[src/rtl/ff_d_ureg_pkg.sv]
// Shared mode encodings and the next-state function for the universal register.
// The function works on a MAX_W-bit container so any WIDTH up to MAX_W can reuse it.
package ff_d_ureg_pkg;

    localparam int MAX_W = 64;

    localparam logic [2:0] MODE_HOLD = 3'b000;
    localparam logic [2:0] MODE_LOAD = 3'b001;
    localparam logic [2:0] MODE_SHL  = 3'b010;
    localparam logic [2:0] MODE_SHR  = 3'b011;
    localparam logic [2:0] MODE_UP   = 3'b100;
    localparam logic [2:0] MODE_DOWN = 3'b101;
    localparam logic [2:0] MODE_ROL  = 3'b110;
    localparam logic [2:0] MODE_ROR  = 3'b111;

    // Bits at and above w are masked off, so +1/-1 wrap modulo 2^w silently.
    function automatic logic [MAX_W-1:0] ureg_next(
        input logic [MAX_W-1:0] q,
        input logic [2:0]       mode,
        input logic [MAX_W-1:0] d,
        input logic             sin_l,
        input logic             sin_r,
        input int               w
    );
        logic [MAX_W-1:0] mask;
        logic [MAX_W-1:0] top_bit;
        logic [MAX_W-1:0] r;
        mask    = (MAX_W'(1) << w) - MAX_W'(1);
        top_bit = MAX_W'(1) << (w - 1);
        case (mode)
            MODE_HOLD: r = q;
            MODE_LOAD: r = d;
            MODE_SHL:  r = (q << 1) | MAX_W'(sin_r);
            MODE_SHR:  r = (q >> 1) | (sin_l ? top_bit : '0);
            MODE_UP:   r = q + MAX_W'(1);
            MODE_DOWN: r = q - MAX_W'(1);
            MODE_ROL:  r = (q << 1) | ((q >> (w - 1)) & MAX_W'(1));
            MODE_ROR:  r = (q >> 1) | ((q[0] == 1'b1) ? top_bit : '0);
            default:   r = 'x;
        endcase
        return r & mask;
    endfunction

endpackage

[src/rtl/ff_d_ureg_cell.sv]
// Single state bit: async clear, synchronous preset to PRESET_BIT, enable-gated next value.
// Updates on the falling clock edge when NEG_EDGE=1, otherwise on the rising edge.
module ureg_cell #(
    parameter logic PRESET_BIT = 1'b1,
    parameter bit   NEG_EDGE   = 1'b1
) (
    input  logic clk,
    input  logic clr,
    input  logic pr,
    input  logic en,
    input  logic nxt,
    output logic q
);

    logic q_d;
    logic q_q;

    always_comb begin
        q_d = q_q;
        if (pr) begin
            q_d = PRESET_BIT;
        end else if (en) begin
            q_d = nxt;
        end
    end

    if (NEG_EDGE) begin : g_neg
        always_ff @(negedge clk or posedge clr) begin
            if (clr) begin
                q_q <= 1'b0;
            end else begin
                q_q <= q_d;
            end
        end
    end else begin : g_pos
        always_ff @(posedge clk or posedge clr) begin
            if (clr) begin
                q_q <= 1'b0;
            end else begin
                q_q <= q_d;
            end
        end
    end

    assign q = q_q;

endmodule

[src/rtl/ff_d_ureg.sv]
// WIDTH-bit universal register: hold/load/shift/rotate/up-down count with preset and async clear.
// One active edge from inputs to q; tc is combinational from q/mode/en; ovf sticks until clr or pr.
module ff_d_ureg
    import ff_d_ureg_pkg::*;
#(
    parameter int               WIDTH      = 8,
    parameter logic [WIDTH-1:0] PRESET_VAL = {WIDTH{1'b1}},
    parameter bit               NEG_EDGE   = 1'b1
) (
    input  logic             clk,
    input  logic             clr,
    input  logic             pr,
    input  logic             en,
    input  logic [2:0]       mode,
    input  logic [WIDTH-1:0] d,
    input  logic             sin_r,
    input  logic             sin_l,
    output logic [WIDTH-1:0] q,
    output logic             tc,
    output logic             ovf
);

    logic [MAX_W-1:0] q_ext;
    logic [MAX_W-1:0] d_ext;
    logic [MAX_W-1:0] nxt_ext;
    logic [WIDTH-1:0] nxt;
    logic [WIDTH-1:0] q_int;
    logic             tc_int;
    logic             ovf_int;

    always_comb begin
        q_ext   = MAX_W'(q_int);
        d_ext   = MAX_W'(d);
        nxt_ext = ureg_next(q_ext, mode, d_ext, sin_l, sin_r, WIDTH);
        nxt     = nxt_ext[WIDTH-1:0];
    end

    if (WIDTH < MAX_W) begin : g_hi
        logic unused_hi;
        assign unused_hi = ^nxt_ext[MAX_W-1:WIDTH];
    end

    always_comb begin
        tc_int = en & (((mode == MODE_UP)   & (q_int == {WIDTH{1'b1}})) |
                       ((mode == MODE_DOWN) & (q_int == '0)));
    end

    for (genvar i = 0; i < WIDTH; i++) begin : g_bit
        ureg_cell #(
            .PRESET_BIT (PRESET_VAL[i]),
            .NEG_EDGE   (NEG_EDGE)
        ) u_cell (
            .clk (clk),
            .clr (clr),
            .pr  (pr),
            .en  (en),
            .nxt (nxt[i]),
            .q   (q_int[i])
        );
    end

    // The wrap flag is just another cell: preset clears it, a wrap edge loads a 1.
    ureg_cell #(
        .PRESET_BIT (1'b0),
        .NEG_EDGE   (NEG_EDGE)
    ) u_ovf (
        .clk (clk),
        .clr (clr),
        .pr  (pr),
        .en  (tc_int),
        .nxt (1'b1),
        .q   (ovf_int)
    );

    assign q   = q_int;
    assign tc  = tc_int;
    assign ovf = ovf_int;

endmodule

[config.mk]
export PLATFORM = sky130hd
export DESIGN_NAME = ff_d_ureg
export DESIGN_NICKNAME = d
export VERILOG_FILES = /design/src/rtl/ff_d_ureg_pkg.sv /design/src/rtl/ff_d_ureg_cell.sv /design/src/rtl/ff_d_ureg.sv
export SDC_FILE = /design/constraint.sdc
export NUM_CORES = 1
export LEC_CHECK = 0
export ABC_AREA = 1
export ABC_CLOCK_PERIOD_IN_PS = 4500
export CORE_UTILIZATION = 45
export DETAILED_ROUTE_END_ITERATION = 7
export GPL_ROUTABILITY_DRIVEN = 0
export GPL_TIMING_DRIVEN = 0
export PLACE_DENSITY = 0.74
export SYNTH_ARGS = -nofsm -noshare
export SYNTH_HDL_FRONTEND = slang
export SYNTH_SLANG_ARGS = --single-unit
[constraint.sdc]
create_clock -name clk -period 4.5 [get_ports clk]
set_clock_uncertainty 0.2 [all_clocks]
set_input_delay 1.35 -clock clk [delete_from_list [all_inputs] [get_ports clk]]
set_output_delay 1.35 -clock clk [all_outputs]
set_load 0.02 [all_outputs]
---- Word-level counts from Yosys, hierarchy flattened ----
Index checks and enable logic that the tools add are counted.
word-level totals
  bits of input ports ..................... 17
  logic and storage cells ................. 54
  register bits ........................... 9
  output and inout bits ................... 10
operators by class
  bitwise gates (word level) .............. 8
  eq/ne operators ......................... 9
  multiplexer cells ....................... 21
  reductions and logical operators ........ 5
  add/sub/neg operators ................... 2
operators with widths
  kind                                               count
  one-hot mux 8 bit (8 select lines)                 1
  2-to-1 mux 1 bit                                   18
  2-to-1 mux 8 bit                                   2
  OR 7 x 8 -> 8 bit                                  2
  OR 8 x 1 -> 8 bit                                  2
  == test 3 bit (second input constant)              4
  adder 8 x 1 -> 8 bit (second input constant)       1
  == test 8 bit (second input constant)              1
  logical NOT 8 bit                                  1
  subtractor 8 x 1 -> 8 bit (second input constant)  1
  == test 3 x 2 -> 1 bit (second input constant)     2
  nonzero test 2 bit                                 2
  AND 1 bit                                          3
  == test 3 x 1 -> 1 bit (second input constant)     1
  logical NOT 3 bit                                  1
  != test 2 bit (second input constant)              1
  AND reduction 2 bit                                1
  OR 1 bit                                           1

---- Longest topological paths before layout ----
Gate-level depths: netlist (run 1).
  depth after elaboration ................. 6
  gate-level depth with buffers ........... 11
  gate-level depth less buffers ........... 10

---- By module ----
From an unflattened synthesis (run 1), not the netlist that was laid out.
unflattened totals
  cells, all modules ...................... 202
  area, all modules ....................... 1183.6 um^2
by module, submodules not included
  module                           sequential area each (um^2)  cells each  instances  area an instance (um^2)
  ff_d_ureg                        0.0                          139         1          684.4
  ureg_cell (g_bit[0].u_cell ...)  25.0                         7           8          56.3
  ureg_cell (u_ovf)                25.0                         7           1          48.8

==> results_dict.tcl, run 1 <==
set metrics [dict create \
    core_area_um2 2212 \
    post-place-ws_ns -1.407 \
    ys.flop_type "dfrtn_1" \
    synthXorXnorAreaFrac_pct 0 \
    synthAdderAreaFrac_pct 9.048 \
    synthTopCellsByArea "dfrtn_1, nand2_1, inv_1" \
    dp.cells 220 \
    path_clk_slew_ns 0.05 \
    grt_first_pass_wirelength_mm 5.313 \
    dr.pass1.iters 8 \
    synth_compound_area_share_pct 15.60 \
    startpoint_type "register" \
    dp_hpwl_mm 2.263 \
    drt_iter0_drc 63 \
    synth-seq-cells 9 \
    clockBufferDepth 2 \
    die_x_um 50.33 \
    htree_levels 1 \
    fillCellCount 121 \
    track_usage_pct 27.40 \
    synthSimpleGateAreaFrac_pct 37.50 \
    maxSlewViolCount 0 \
    violations "DRC, setup timing" \
    layout_setup_ws_ns -0.7157 \
    postSynth.asyncResetShare_pct 100.0 \
    layout.nets 247 \
    initial_core_util_pct 47.51 \
    final_layout_size_suffix_gt1_share_pct 47.30 \
    avgSynthCellArea_um2 6.293 \
    path_max_fanout 4 \
    crit_type "reg2out" \
    seq_area_frac_synth_pct 21.43 \
    multi_input_area_um2 895.9 \
    hold_buffers 0 \
    synth_fp_nets 191 \
    power.leakage_nw 0.8816 \
    required_ns 2.95 \
    wl_per_cell_um 15.43 \
    dpl_cell_area_um2 1408 \
    clkSinkCount 9 \
    synth_area_um2 1051 \
    cts_tree "built" \
    grt_max_degree 10 \
    synth_cells 167 \
    avgViaCountPerCell 5.588 \
    synth_common_cells "nand2_1, inv_1, nor2_1" \
    synth_top_cell_area_share_pct 21.43 \
    holdCritPathClass "reg2reg" \
    powerDensity_nw_per_um2 215.6 \
    syn_to_final_growth_pct 80.12 \
    wl_mm 3.857 \
    die_y_um 50.33 \
    drtAntennaViolNets 0 \
    peakVddDrop_v 0.0001574 \
    ff_latch_area_um2 225.2 \
    yosys_warnings 0 \
    synth_cell_type_count 26 \
    finalHoldViolations 0 \
    rsz0062_at_grt "true" \
    cts_buffers 3 \
    fin_cells 250 \
    antenna_found_initial 0 \
    arrival_ns 3.67 \
    drc 1 \
    pin_count 27 \
    row_count 17 \
    n_antenna_cell 0 \
    relSlewSlack_pct 64.35 \
    tns_ns -6.556 \
    end_kind "primary output" \
    worst_pin_slew_ns 0.5328 \
    clk-insertion-delay-late_ns 0.28 \
    port_buffers 25 \
    status "finished with violations" \
    overflow 0 \
    setup_viol 18 \
    yosysTopAreaCell "dfrtn_1" \
    grt_pass1_vias 1185 \
    dieArea_um2 2533 \
    design_area_um2 1893 \
    cts_root_buf "clkbuf_4" \
    synthMuxAreaShare_pct 0 \
    synth_edf_count 0 \
    synth_top_family_by_area "simple AND/OR/NAND/NOR gates" \
    synth_most_common_cell "nand2_1" \
    num_vias 1397 \
    maxCapViolCount 0 \
]
layer usage:
| layer | global-route usage (%) | share of wire [%] |
|---|---|---|
| met2 | 48.44 | 52 |
| met1 | 35.14 | 40 |
| met5 | 0 | 0 |
| met3 | 2.727 | 5.3 |
| met4 | 7.407 | 2.7 |
area by class of cell:
cell class                 instances  share of cell area (%)
buffer                             6                   3.437
tap                               28                   1.851
timing repair buffer              54                   27.96
inverter                          27                   6.147
sequential                         9                   11.90
multi-input combinational        122                   47.32
clock buffer                       4                   1.388
cells by family (layout without fill, tap and decap cells):
| logic type | Yosys count | in the layout |
|---|---|---|
| AOI/OAI and AO/OA | 28 | 28 |
| adders and majority gates | 7 | 7 |
| buffers and inverters | 36 | 91 |
| DFF | 9 | 9 |
| and+or+nand+nor | 87 | 87 |
worst max-delay path: stages (launching register included):
cell     delay, ns
dfrtn_1       0.38
buf_4         0.15
nor3_2        0.19
nand3_1       0.09
nand2_1       0.09
nand2_1       0.08
inv_2         0.06
buf_6         0.11
sequential cells by signal, summed over array words and instances, names as in the netlist:
name	flops
u_ovf.q	1
g_bit.u_cell.q	8
path summary, 6_finish.rpt:
kind / from / end / slack (ns) / cells past startpoint
max in group asynchronous: clr / g_bit[1].u_cell.q / 0.47 / 2
hold / removal: u_ovf.q / u_ovf.q / 0.32 / 2
setup / recovery: g_bit[2].u_cell.q / tc / -0.72 / 7
hold reg to reg: u_ovf.q / u_ovf.q / 0.32 / 2
min in group asynchronous: clr / g_bit[5].u_cell.q / 3.32 / 2
setup reg to reg: g_bit[4].u_cell.q / g_bit[5].u_cell.q / 2.37 / 11
metrics by stage:
step	hold slack [ns]	util [%]	power, mW
4_1_cts	0.3213	76.53	0.3571
2_1_floorplan	0.3032	-	0.2034
3_3_place_gp	0.2892	63.63	0.2494
3_5_place_dp	0.2965	63.63	0.2532
5_1_grt	0.3429	85.58	0.4271
6_report	0.3187	85.58	0.4081
repair_timing:
| action | in CTS | in global routing |
|---|---|---|
| pin swaps | 11 | 16 |
| setup buffers | 22 | 8 |
| endpoints found under the setup margin | 19 | 19 |
| resized for setup | 92 | 41 |
| hold endpoints to repair | 0 | 0 |
power breakdown:
group,switching [mW],internal (mW)
Clock,0.0349,0.0344
Combinational,0.125,0.119
Sequential,0.00674,0.0881
layout by cell type (no fill, tap or decap), types with 3 or more instances in the layout:
master,instances
o22ai_1,7
buf_12,4
clkbuf_4,3
nor2_1,13
a21oi_1,7
nand2_1,31
ha_4,5
nand3_1,6
buf_4,25
inv_1,14
nand3_2,6
nand3b_1,3
clkdlybuf4s50_1,13
buf_6,17
inv_2,11
a21oi_2,5
nand2_4,5
nand2_2,5
nor3_2,5
dfrtn_1,9
No activity file was read; power rests on OpenSTA's default activity.
==> inputs of run 2 (changes only) <==
--- a/config.mk
+++ b/config.mk
@@ -11,7 +11,7 @@
 export DETAILED_ROUTE_END_ITERATION = 7
 export GPL_ROUTABILITY_DRIVEN = 0
 export GPL_TIMING_DRIVEN = 0
-export PLACE_DENSITY = 0.74
+export PLACE_DENSITY_LB_ADDON = 0.12
 export SYNTH_ARGS = -nofsm -noshare
 export SYNTH_HDL_FRONTEND = slang
 export SYNTH_SLANG_ARGS = --single-unit
==> run 2 against run 1 <==
  * The run ends with setup timing left
  * Critical path depth is the same
  * Sequential cell count is the same
  * Core utilization grew 0.51 points
  * Global-route usage grew 8.4 points
  * Routed wire length grew 19%
  * Hold slack gained 0.0056 ns
  * Sequential power grew 0.5%
  * Register-to-register slack gained 0.13 ns
  * Power grew 1.2%
  * Cell count grew 2.0%
  * Critical endpoint unchanged
  * Highest routed layer unchanged
==> results_dict.tcl, run 2 (same netlist as run 1, synthesis figures left out) <==
set metrics [dict create \
    largest_register_ff_count 8 \
    pin_count 27 \
    syn_to_final_growth_pct 81.19 \
    layout_setup_ws_ns -0.8589 \
    clkSinkCount 9 \
    cp_slowest_cell "dfrtn_1" \
    final_common_cell "nand2_1" \
    dr.pass1.iters 6 \
    dieArea_um2 2533 \
    path_cells "inv_1 -> nor3_1 -> nand3_1 -> nand2_2 -> nand2_2 -> inv_2 -> buf_6" \
    track_usage_pct 35.83 \
    wl_per_cell_um 18.05 \
    final_layout_size_suffix_gt1_share_pct 46.70 \
    final_cell_mix "nand2_1, buf_6, buf_4, inv_1, clkdlybuf4s50_1" \
    n_antenna_cell 0 \
    path_max_fanout 3 \
    maxCapViolCount 0 \
    hold-path-cell-count 2 \
    num_vias 1546 \
    fin_cells 255 \
    worst_pin_slew_ns 0.5182 \
    drt_iter0_drc 118 \
    dp_hpwl_mm 2.275 \
    grt_first_pass_wirelength_mm 6.831 \
    relSlewSlack_pct 65.32 \
    cts_buffers 3 \
    avgViaCountPerCell 6.063 \
    tns_ns -6.531 \
    layout.nets 252 \
    drc 0 \
    wl_mm 4.602 \
    cts_tree "built" \
    arrival_ns 3.81 \
    grt_pass1_vias 1450 \
    reg2reg_to "g_bit[2].u_cell.q" \
    power.leakage_nw 0.9121 \
    clockBufferDepth 2 \
    end_kind "primary output" \
    violations "setup timing" \
    crit_type "reg2out" \
    finalHoldViolations 0 \
    powerDensity_nw_per_um2 216.9 \
    die_x_um 50.33 \
    fin_util_pct 86.09 \
    reg2reg_slack_ns 2.50 \
    startpoint_type "register" \
    core_area_um2 2212 \
    min_to "u_ovf.q" \
    port_buffers 25 \
    htree_levels 1 \
    grt_max_degree 10 \
    reg2reg_from "g_bit[1].u_cell.q" \
    hp-start "u_ovf.q" \
    cts_root_buf "clkbuf_4" \
    maxSlewViolCount 0 \
    row_count 17 \
    crit_top_cell "nand2_2" \
    initial_core_util_pct 47.51 \
    die_y_um 50.33 \
    hold_buffers 0 \
    overflow 0 \
    cp_top_family "simple AND/OR/NAND/NOR gates" \
    setup_viol 19 \
    antenna_found_initial 0 \
    required_ns 2.95 \
    rsz0062_at_grt "true" \
    dp.cells 220 \
    drtAntennaViolNets 0 \
    status "finished with violations" \
    cp_num_buf_inv 3 \
    slowest_delay_ns 0.47 \
    post-place-ws_ns -1.399 \
    rr_worst_depth 8 \
    path_clk_slew_ns 0.06 \
    peakVddDrop_v 0.0002165 \
    holdCritPathClass "reg2reg" \
    clk-insertion-delay-late_ns 0.28 \
]
## run 2: cell count changes in the layout (fill, tap and decap cells not counted), moves of 2 or more
cell / change
nor2_2: +2
buf_6: +7
nand2_1: -2
nand2_2: +4
nand3_1: +2
nand2_4: -2
inv_1: +2
nor3_2: -2
## run 2: power by group
| group | leakage [nW] | internal, mW | switching (mW) |
|---|---|---|---|
| sequential | 0.0910 | 0.0882 | 0.00720 |
| combinational | 0.806 | 0.120 | 0.129 |
| clock | 0.0150 | 0.0343 | 0.0353 |
## run 2: worst min-delay path, stage by stage (launching register included)
cell and delay (ns):
dfrtn_1 0.43, inv_1 0.05, a21oi_1 0.13
## run 2: area by class of cell
cell class	count	area (um2)
Fill cell	120	307.8
Sequential cell	9	225.2
Multi-Input combinational cell	122	855.8
Inverter	27	106.4
Tap cell	28	35.03
Clock buffer	4	26.28
Timing Repair Buffer	61	605.6
Buffer	4	50.05
## run 2: worst max path at each step
stage,start,to,slack [ns],cells after the start
after floorplan,mode[2],g_bit[7].u_cell.q,-0.60,10
after global placement,mode[0],g_bit[7].u_cell.q,-1.38,10
after detailed placement,mode[0],g_bit[7].u_cell.q,-1.40,10
after CTS,g_bit[1].u_cell.q,tc,-0.69,7
after global routing,g_bit[1].u_cell.q,tc,-0.90,7
final,g_bit[5].u_cell.q,tc,-0.86,7
## run 2: metrics by stage
| stage | power [mW] | hold WS, ns | instance area [um2] |
|---|---|---|---|
| after floorplan | 0.2034 | 0.3032 | 1122 |
| after global placement | 0.2488 | 0.2954 | 1408 |
| after detailed placement | 0.2535 | 0.3076 | 1408 |
| after CTS | 0.3805 | 0.3331 | 1861 |
| after global routing | 0.4304 | 0.3448 | 1904 |
| final | 0.4130 | 0.3243 | 1904 |
## run 2: timing repair
item,4_1_cts,5_1_grt
gates resized for setup,115,16
pin swaps,21,18
setup buffers,34,4
setup endpoints to repair,19,19
## run 2: per-layer routing
layer	vias to the layer above	global-route usage, %	wire (um)
li1	666	-	-
met1	717	43.41	1626
met2	128	62.89	2201
met3	35	8.182	577
met4	0	9.722	196
met5	-	0	0
==> inputs of run 3 (changes only) <==
--- a/config.mk
+++ b/config.mk
@@ -8,6 +8,7 @@
 export ABC_AREA = 1
 export ABC_CLOCK_PERIOD_IN_PS = 4500
 export CORE_UTILIZATION = 45
+export CTS_CLUSTER_SIZE = 24
 export DETAILED_ROUTE_END_ITERATION = 7
 export GPL_ROUTABILITY_DRIVEN = 0
 export GPL_TIMING_DRIVEN = 0
==> results of run 3 <==
Same layout as run 2: the final DEF is identical, and so are final timing and power.
